**src/rtl/conv_pkg.sv**
```systemverilog
// rtl/conv_pkg.sv - shared conv pipeline scheduler types and default geometry
package conv_pkg;

    localparam int CONV_CHAN = 10;
    localparam int CONV_CH_W = 4;

    // Bit positions inside the sticky err vector
    localparam int ERR_TAG = 0;
    localparam int ERR_TMO = 1;

    typedef enum logic [1:0] {
        IDLE  = 2'd0,
        ISSUE = 2'd1,
        WAIT  = 2'd2,
        DONE  = 2'd3
    } sched_state_e;

endpackage

```
**src/rtl/conv_sched_wdog.sv**
```systemverilog
// rtl/conv_sched_wdog.sv - WAIT-state watchdog; expire flags WDOG_CYC-1 counted cycles
module conv_sched_wdog #(
    parameter int WDOG_CYC = 1024
) (
    input  logic clk,
    input  logic rst,
    input  logic clr,
    input  logic en,
    output logic expire
);

    localparam int CW = (WDOG_CYC > 2) ? $clog2(WDOG_CYC) : 1;

    logic [CW-1:0] cnt_q;

    // Counter parks on the terminal value; the scheduler leaves WAIT on expire
    always_ff @(posedge clk) begin
        if (rst || clr) begin
            cnt_q <= '0;
        end else if (en && !expire) begin
            cnt_q <= cnt_q + 1'b1;
        end
    end

    assign expire = (cnt_q == CW'(WDOG_CYC - 1));

endmodule

```
**src/rtl/conv_chan_sched.sv**
```systemverilog
// rtl/conv_chan_sched.sv - per-channel pass scheduler for conv1->conv2; CONV_SCHED_WDOG_EN adds WAIT timeout
module conv_chan_sched
    import conv_pkg::*;
#(
    parameter int CHAN     = CONV_CHAN,
    parameter int CH_W     = CONV_CH_W,
    parameter int WDOG_CYC = 1024
) (
    input  logic            clk,
    input  logic            rst,
    input  logic            start,
    input  logic            abort,
    input  logic            conv_valid,
    input  logic [CH_W-1:0] conv_chan,
    output logic            conv_trig,
    output logic [CH_W-1:0] wsel,
    output logic            acc_clr,
    output logic            acc_en,
    output logic            busy,
    output logic            done,
    output logic [1:0]      err
);

    sched_state_e    state_q;
    logic [CH_W-1:0] chan_q;
    logic [CH_W-1:0] wsel_q;
    logic            trig_q;
    logic            clr_q;
    logic            en_q;
    logic            busy_q;
    logic            done_q;
    logic [1:0]      err_q;

    logic last_chan;
    logic tag_bad;
    logic tmo;

    assign last_chan = (chan_q == CH_W'(CHAN - 1));
    assign tag_bad   = (conv_chan != chan_q);

`ifdef CONV_SCHED_WDOG_EN
    logic wdog_expire;

    conv_sched_wdog #(
        .WDOG_CYC (WDOG_CYC)
    ) u_wdog (
        .clk    (clk),
        .rst    (rst),
        .clr    (state_q == ISSUE),
        .en     (state_q == WAIT),
        .expire (wdog_expire)
    );

    // A result landing on the final count cycle takes priority over the timeout
    assign tmo = (state_q == WAIT) && wdog_expire && !conv_valid;
`else
    logic unused_wdog;
    assign unused_wdog = ^WDOG_CYC;
    assign tmo         = 1'b0;
`endif

    always_ff @(posedge clk) begin
        if (rst) begin
            state_q <= IDLE;
            chan_q  <= '0;
            wsel_q  <= '0;
            trig_q  <= 1'b0;
            clr_q   <= 1'b0;
            en_q    <= 1'b0;
            busy_q  <= 1'b0;
            done_q  <= 1'b0;
            err_q   <= 2'b00;
        end else begin
            trig_q <= 1'b0;
            clr_q  <= 1'b0;
            en_q   <= 1'b0;
            done_q <= 1'b0;
            if (abort && state_q != IDLE) begin
                state_q <= IDLE;
                busy_q  <= 1'b0;
                chan_q  <= '0;
            end else begin
                case (state_q)
                    IDLE: begin
                        if (start && !abort) begin
                            state_q <= ISSUE;
                            clr_q   <= 1'b1;
                            err_q   <= 2'b00;
                            chan_q  <= '0;
                            wsel_q  <= '0;
                            trig_q  <= 1'b1;
                            busy_q  <= 1'b1;
                        end
                        if (conv_valid) begin
                            err_q[ERR_TAG] <= 1'b1;
                        end
                    end
                    ISSUE: begin
                        state_q <= WAIT;
                        if (conv_valid) begin
                            err_q[ERR_TAG] <= 1'b1;
                        end
                    end
                    WAIT: begin
                        if (conv_valid) begin
                            en_q <= 1'b1;
                            if (tag_bad) begin
                                err_q[ERR_TAG] <= 1'b1;
                            end
                            if (last_chan) begin
                                state_q <= DONE;
                                done_q  <= 1'b1;
                                busy_q  <= 1'b0;
                            end else begin
                                state_q <= ISSUE;
                                chan_q  <= chan_q + 1'b1;
                                wsel_q  <= chan_q + 1'b1;
                                trig_q  <= 1'b1;
                            end
                        end else if (tmo) begin
                            err_q[ERR_TMO] <= 1'b1;
                            state_q        <= DONE;
                            done_q         <= 1'b1;
                            busy_q         <= 1'b0;
                        end
                    end
                    DONE: begin
                        state_q <= IDLE;
                        if (conv_valid) begin
                            err_q[ERR_TAG] <= 1'b1;
                        end
                    end
                    default: begin
                        state_q <= IDLE;
                    end
                endcase
            end
        end
    end

    assign conv_trig = trig_q;
    assign wsel      = wsel_q;
    assign acc_clr   = clr_q;
    assign acc_en    = en_q;
    assign busy      = busy_q;
    assign done      = done_q;
    assign err       = err_q;

endmodule

```
**config.mk**
```make
export PLATFORM = sky130hd
export DESIGN_NAME = conv_chan_sched
export DESIGN_NICKNAME = d
export VERILOG_FILES = /design/src/rtl/conv_pkg.sv /design/src/rtl/conv_sched_wdog.sv /design/src/rtl/conv_chan_sched.sv
export SDC_FILE = /design/constraint.sdc
export NUM_CORES = 1
export LEC_CHECK = 0
export BUFFER_PORTS_ARGS = -buffer_cell sky130_fd_sc_hd__buf_4
export CAP_MARGIN = 15
export CORE_UTILIZATION = 32
export CTS_BUF_LIST = sky130_fd_sc_hd__clkbuf_16
export CTS_CLUSTER_DIAMETER = 80
export CTS_CLUSTER_SIZE = 40
export DETAILED_ROUTE_END_ITERATION = 8
export RECOVER_POWER = 100
export SLEW_MARGIN = 0
export SYNTH_ARGS = -nofsm -noshare
export SYNTH_HDL_FRONTEND = slang
export SYNTH_SLANG_ARGS = --single-unit
```
**constraint.sdc**
```tcl
create_clock -name clk -period 2.2 [get_ports clk]
set_clock_uncertainty 0.15 [all_clocks]
set_input_delay 0.33 -clock clk [delete_from_list [all_inputs] [get_ports clk]]
set_output_delay 0.33 -clock clk [all_outputs]
set_load 0.05 [all_outputs]
```
# == Word-level counts from Yosys, hierarchy flattened ==
# Index checks and enable logic that the tools add are counted.
# totals
reg_bits,16
input_bits,9
output_inout_bits,11
elab_cells,66
# classes
addsub,1
n_eq_ne,12
muxes,24
n_bitwise,4
n_reduce_logical,16
# ops
operator,n
two-way mux 1 bit,13
two-way mux 4 bit,3
inequality test 2 bit (second input constant),5
AND reduction 5 bit,2
case mux 2 bit (4 select lines),1
case mux 4 bit (2 select lines),1
AND reduction 4 bit,2
two-way mux 2 bit,3
OR reduction 3 bit,2
adder 4 x 1 -> 4 bit (second input constant),1
equality test 2 bit (second input constant),2
equality test 4 bit (second input constant),1
inequality test 4 bit,1
inverter 1 bit,4
case mux 1 bit (2 select lines),2
nonzero test 2 bit,2
OR reduction 2 bit,2
OR reduction 4 bit,1
inequality test 3 bit (second input constant),1
case mux 1 bit (3 select lines),1
equality test 2 x 1 -> 1 bit (second input constant),1
logical AND 1 bit,2
zero test 2 bit,1
inequality test 2 x 1 -> 1 bit (second input constant),1
other kinds (2),2

# == Depth between registers and ports, before layout ==
# Gate-level depths: netlist of the first run.
# logic_depth
depth_word,5
depth_mapped,7
mapped_depth_nobuf,6

# == Worst setup path before layout of the first run ==
# OpenSTA, ideal clock, no wires.
# synth_path
path_kind,register to register
startpoint,reg chan_q[1]
endpoint,"reg wsel_q[3], in the netlist wsel[3]"
setup_time_ns,0.070
arrival_ns,1.856
required_ns,1.980
path_slack_ns,0.124
path_stages_with_launch,8
n_path_buf,1
path_cell_list,dfxtp_1 -> inv_1 -> ha_1 -> and4b_1 -> or4_1 -> buf_2 -> or3_1 -> a21oi_1
# synth_via
elab_chain_len,4
elab_cells_between_ends,7
# synth_lines
item,line,source
"start, declared",conv_chan_sched.sv:25,logic [CH_W-1:0] chan_q;
"start signal, assigned",conv_chan_sched.sv:116,chan_q <= chan_q + 1'b1;
adder 4 x 1 -> 4 bit,conv_chan_sched.sv:117,wsel_q <= chan_q + 1'b1;
two-way mux 4 bit,conv_chan_sched.sv:110,if (last_chan) begin
two-way mux 4 bit,conv_chan_sched.sv:105,if (conv_valid) begin
case mux 4 bit (2 select lines),conv_chan_sched.sv:83,case (state_q)
"end signal, assigned",conv_chan_sched.sv:117,
"end, declared",conv_chan_sched.sv:26,logic [CH_W-1:0] wsel_q;
# Several ways; a longest one is shown, not always the timed one. The select of a mux whose other input is x is not followed.
# A chain may end at the register's enable or synchronous reset.

# == Worst setup path in the final report of the first run ==
# Same ends and word-level chain as after synthesis.

==> qor.yml, run 1 <==
core-area_um2: 2233
fillers: 235
setup_viol: 0
root_buffer: "clkbuf_16"
synth_area_um2: 770.7
worstSetupEndpointType: "flop"
p_leak_uw: 0.0003481
drive_above_1_share: 0.1415
avgRoutedWirePerCell_um: 12.33
synth_area_per_cell_um2: 8.758
clk_pin_slew_worst_paths_ns: 0.05
timing.critical_path.from: "chan_q[1]"
rows: 17
cp-start-kind: "flop"
path_buf_inv: 1
cts_sinks: 16
cts_buffers: 3
power.density_nw_per_um2: 752.2
crit_family: "simple AND/OR/NAND/NOR gates"
total_power_uw: 723.8
syn2layout_area_growth_pct: 24.84
critPathRequiredTime_ns: 2.23
path_class: "flop to flop"
rsz0062_at_grt: "no"
drtIter0Drc: 16
wl_met1_um: 749
grt_usage: 0.1440
cts_tree: "done"
fmax_ghz: 0.4838
synth-edff-count: 0
dp_hpwl_um: 1225
synthFlopType: "dfxtp_1"
seq_area_frac_synth: 0.4156
first_global_vias: 602
synthTopCellsByArea: "dfxtp_1, a21oi_1, xnor2_1, nor2_1, ha_1"
post_cts.repair.setup_buffers: 0
fp.dieArea_um2: 2609
synthCells: 88
hold_path_depth: 2
postRouteAntennaNets: 0
vias: 684
clk_latency_ns: 0.24
boundaryPins: 20
nets: 119
synth_top_area_frac: 0.4156
grt_start_max_net_pins: 11
io_buffers: 18
cp_slowest_stage_delay_ns: 0.56
yosys_warnings: 0
hold_violations: 0
async_flop_share: 0
die_h_um: 51.08
cp.depth: 6
ys_ff_latch: 16
status: "complete, no violations"
yosys.cell_types.count: 32
crit_end: "wsel[3]"
top_layer: "met4"
antenna_cells: 0
worstMarginPinSlew_ns: 0.5926
fin_crit_sh: 0.9395
hold_start: "rst"
yosysTopAreaCell: "dfxtp_1"
critPathArrivalTime_ns: 2.09
irDropWorstVdd_mv: 0.4248
crit_chain: "inv_1 > ha_1 > and4b_1 > or4_1 > or3_1 > a21oi_1"
ctsResizeCount: 0
wirelength_um: 1652
die_w_um: 51.08
cts_hold_buf: 0
clock_path_buffers: 2
grt_antenna_before_repair: 0
start_util: 0.3451
worstReg2RegStart: "chan_q[1]"
dr_wl_met2_um: 802
hold-worst-slack_ns: 0.1656
dr.pass1.iters: 4
via_per_inst: 5.104
maxCapViolations: 0
synth_fp_nets: 99
wl_met3_um: 49
htree_levels: 1
hold_path.class: "input pin to flop"
grt_pass1_wl_um: 2725
drv_slew: 0
gp_congestion: 0.7986
cp_max_fo: 6
reg2reg_slack_ns: 0.13
r2r_end: "wsel[3]"
setup_tns_ns: 0
slowest_stage: "or4_1"
relSlewSlack: 0.6066
r2r_cells: 6
fin_crit_ns: 2.067
overflow: 0
drc: 0
final cells by class:
type                            instances  area (um^2)  area share
Clock buffer                            3        75.07     0.07802
Inverter                                2        7.507    0.007802
Multi-Input combinational cell         63        400.4      0.4161
Sequential cell                        16        320.3      0.3329
Tap cell                               28        35.03     0.03641
Timing Repair Buffer                   22        123.9      0.1287
metal layers:
layer	vias up	global-route usage
met2	10	0.2149
met3	5	0.02679
met5	-	0
met1	326	0.1805
met4	0	0.1111
li1	343	-
cells by family after synthesis:
| kind of cell | Yosys count | synth area share |
|---|---|---|
| and+or+nand+nor | 36 | 0.2646 |
| AOI/OAI and AO/OA | 16 | 0.1218 |
| DFF | 16 | 0.4156 |
| buffers and inverters | 9 | 0.06492 |
| xor gates and xnor gates | 6 | 0.06818 |
| adders and majority gates | 2 | 0.03246 |
| muxes | 2 | 0.02760 |
| other | 1 | 0.004865 |
power by group:
part | total [uW] | internal [uW] | switching (uW)
sequential | 304 | 298 | 6.24
combinational | 74.5 | 25.6 | 48.9
clock | 345 | 238 | 107
total | 724 | 561 | 162
worst reg2reg max path, delay by kind of cell (launching register included):
family                   cells  cell delay, ns
AND/OR/NAND/NOR              3            1.16
flip-flops                   1            0.32
adder cells (fa/ha/maj)      1            0.18
AO/OA/AOI/OAI                1            0.15
buffers and inverters        1            0.04
worst min-delay path by stage:
stage                  to  slack, ns
2_1_floorplan  state_q[0]       0.36
3_3_place_gp      wsel[3]       0.30
3_5_place_dp      wsel[1]       0.30
4_1_cts           wsel[2]       0.16
5_1_grt           wsel[1]       0.17
6_report          wsel[2]       0.17
per-stage QoR:
stage | setup WS [ns] | cell area [um^2] | instances | util
after floorplan | 0.1245 | 770.7 | 88 | -
after global placement | 0.2002 | 928.4 | 131 | 0.4157
after detailed placement | 0.1667 | 928.4 | 131 | 0.4157
after CTS | 0.1419 | 1003 | 134 | 0.4493
after global routing | 0.02950 | 962.2 | 134 | 0.4308
final | 0.1331 | 962.2 | 134 | 0.4308
cells in the final DEF, fill, tap and decap left out, types with 3 or more instances in the layout:
cell | netlist | routed
buf_4 | 2 | 11
nand2_1 | 4 | 4
clkbuf_16 | 0 | 3
nor3_1 | 4 | 4
or3_1 | 4 | 4
nor2_1 | 8 | 8
a21oi_1 | 8 | 8
nand3b_1 | 3 | 3
clkbuf_1 | 3 | 11
dfxtp_1 | 16 | 16
xnor2_1 | 4 | 4
nor3b_1 | 3 | 3
nand2b_1 | 3 | 3
synthesized netlist by cell type (2+ instances only):
master	n
nand3_1	2
nor3b_1	3
inv_1	2
nor3_1	4
nand3b_1	3
dfxtp_1	16
xor2_1	2
a31oi_1	2
a21oi_1	8
buf_4	2
nand2_1	4
or3_1	4
ha_1	2
xnor2_1	4
o21ai_0	2
clkbuf_1	3
nor2_1	8
nand2b_1	3
state kept, by name (all words and copies together) (netlist names):
signal and flops:
chan_q 4, wsel 4, state_q 2, acc_clr 1, acc_en 1, busy 1, conv_trig 1, done 1
err 1
Power figures use the tool's default switching activity.
==> inputs of run 2 (changes only) <==
--- a/config.mk
+++ b/config.mk
@@ -12,7 +12,8 @@
 export CTS_CLUSTER_DIAMETER = 80
 export CTS_CLUSTER_SIZE = 40
 export DETAILED_ROUTE_END_ITERATION = 8
-export RECOVER_POWER = 100
+export PLACE_DENSITY = 0.59
+export RECOVER_POWER = 50
 export SLEW_MARGIN = 0
 export SYNTH_ARGS = -nofsm -noshare
 export SYNTH_HDL_FRONTEND = slang
==> constraint.sdc (replaced) <==
create_clock -name clk -period 1.83 [get_ports clk]
set_clock_uncertainty 0.15 [all_clocks]
set_input_delay 0.2745 -clock clk [delete_from_list [all_inputs] [get_ports clk]]
set_output_delay 0.2745 -clock clk [all_outputs]
set_load 0.05 [all_outputs]
==> qor.yml, run 2 (synthesis gave the netlist of run 1 again) <==
final_cell_mix: "buf_4, dfxtp_1, nor2_1, clkbuf_1, a21oi_1"  # was dfxtp_1, buf_4, clkbuf_1
die_h_um: 51.08  # unchanged
maxCapViolations: 0  # unchanged
core-area_um2: 2233  # unchanged
fin_crit_sh: 1.030  # was 0.9395
grt_start_max_net_pins: 10  # was 11
fmax_ghz: 0.5307  # was 0.4838 GHz
setup_viol: 3  # was 0
cts_buffers: 3  # unchanged
cp_max_fo: 5  # was 6
cts_sinks: 16  # unchanged
drv_slew: 0  # unchanged
start_util: 0.3451  # unchanged
rows: 17  # unchanged
grt_usage: 0.1668  # was 0.1440
grt_antenna_before_repair: 0  # unchanged
fin_crit_ns: 1.884  # was 2.067 ns
fillers: 238  # was 235
p_seq_frac: 0.415  # was 0.420
p_leak_uw: 0.0003835  # was 0.0003481 uW
postRouteAntennaNets: 0  # unchanged
power.density_nw_per_um2: 854.9  # was 752.2 nW/um^2
via_per_inst: 4.935  # was 5.104
swShare: 0.2224  # was 0.2242
first_global_vias: 644  # was 602
io_buffers: 18  # unchanged
avgRoutedWirePerCell_um: 12.78  # was 12.33 um
root_buffer: "clkbuf_16"  # unchanged
hold-worst-slack_ns: 0.09836  # was 0.1656 ns
hold_path.class: "input pin to flop"  # unchanged
hold_violations: 0  # unchanged
p_int_uw: 682.1  # was 561.5 uW
total_power_uw: 877.1  # was 723.8 uW
placed_cells: 135  # was 131
syn2layout_area_growth_pct: 33.12  # was 24.84%
nets: 123  # was 119
worstMarginPinSlew_ns: 0.5926  # about the same
pwr-share-comb: 0.114  # was 0.103
final_area_um2: 1026  # was 962.2 um^2
dp_hpwl_um: 1348  # was 1225 um
drive_above_1_share: 0.2545  # was 0.1415
instances_no_fill: 138  # was 134
grt_pass1_wl_um: 3049  # was 2725 um
wirelength_um: 1763  # was 1652 um
cts_hold_buf: 0  # unchanged
placed_area_um2: 973.4  # was 928.4 um^2
drtIter0Drc: 16  # unchanged
post_cts.repair.setup_buffers: 0  # unchanged
relSlewSlack: 0.6067  # was 0.6066
boundaryPins: 20  # unchanged
cts_tree: "done"  # unchanged
status: "finished, violations left"  # was complete, no violations
p_switching_uw: 195.1  # was 162.3 uW
pwr-share-clk: 0.472  # was 0.477
clk_pin_slew_worst_paths_ns: 0.05  # about the same
clock_path_buffers: 2  # unchanged
fp.dieArea_um2: 2609  # unchanged
overflow: 0  # unchanged
cp-start-kind: "flop"  # unchanged
htree_levels: 1  # unchanged
layout_setup_ws_ns: -0.05436  # was 0.1331 ns
drc: 0  # unchanged
antenna_cells: 0  # unchanged
worstSetupEndpointType: "flop"  # unchanged
critPathRequiredTime_ns: 1.86  # was 2.23 ns
pre_cts_ws_ns: -0.1301  # was 0.1667 ns
die_w_um: 51.08  # unchanged
irDropWorstVdd_mv: 0.5744  # was 0.4248 mV
dr.pass1.iters: 4  # unchanged
path_class: "flop to flop"  # unchanged
rsz0062_at_grt: "yes"  # was no
failed_checks: "negative setup slack"
layout_commonest_cell: "buf_4"  # was dfxtp_1
critPathArrivalTime_ns: 1.91  # was 2.09 ns
vias: 681  # was 684
gp_congestion: 0.7639  # was 0.7986
clk_latency_ns: 0.24  # about the same
-- run 2: layout make-up --
class                      instances  area (um^2)  area share
clock buffer                       3        75.07     0.07317
inverter                           2        7.507    0.007317
multi-input combinational         63        420.4      0.4098
sequential                        16        322.8      0.3146
tap                               28        35.03     0.03415
timing repair buffer              26        165.2      0.1610
-- run 2: worst max-delay path: stages (launching register included) --
cell,delay [ns]
dfxtp_2,0.33
inv_2,0.04
ha_4,0.14
and4b_1,0.18
or4_4,0.50
or3_1,0.36
a21oi_1,0.12
-- run 2: final timing paths --
path	start	end	slack (ns)	depth (start not counted)
max	chan_q[1]	wsel[1]	-0.05	6
min	rst	wsel[2]	0.1	2
max reg2reg	chan_q[1]	wsel[1]	-0.05	6
min reg2reg	wsel[3]	wsel[3]	0.30	2
-- run 2: per-stage QoR --
step,utilization,TNS [ns]
5_1_grt,0.4594,-0.3552
3_5_place_dp,0.4359,-0.3645
3_3_place_gp,0.4359,-0.2491
6_report,0.4594,-0.1163
4_1_cts,0.4711,-0.1337
2_1_floorplan,-,-0.5344
-- run 2: metal layers --
metal  share of wire  wire length, um  track usage
met1            0.45              793       0.1993
met3           0.045               80      0.05357
met2            0.49              862       0.2588
met4           0.015               27      0.09722
met5               0                0            0
-- run 2: power groups by stage --
stage / clock [uW] / sequential [uW] / combinational [uW]
6_report: 414 / 364 / 99.6
5_1_grt: 447 / 364 / 109
4_1_cts: 431 / 364 / 104
3_5_place_dp: 0 / 370 / 102
3_3_place_gp: 0 / 370 / 101
2_1_floorplan: 0 / 391 / 47.4
-- run 2: timing repair --
item / in CTS / in global routing
pin swaps: 1 / 0
resized for setup: 1 / 1
setup endpoints to repair: 4 / 4
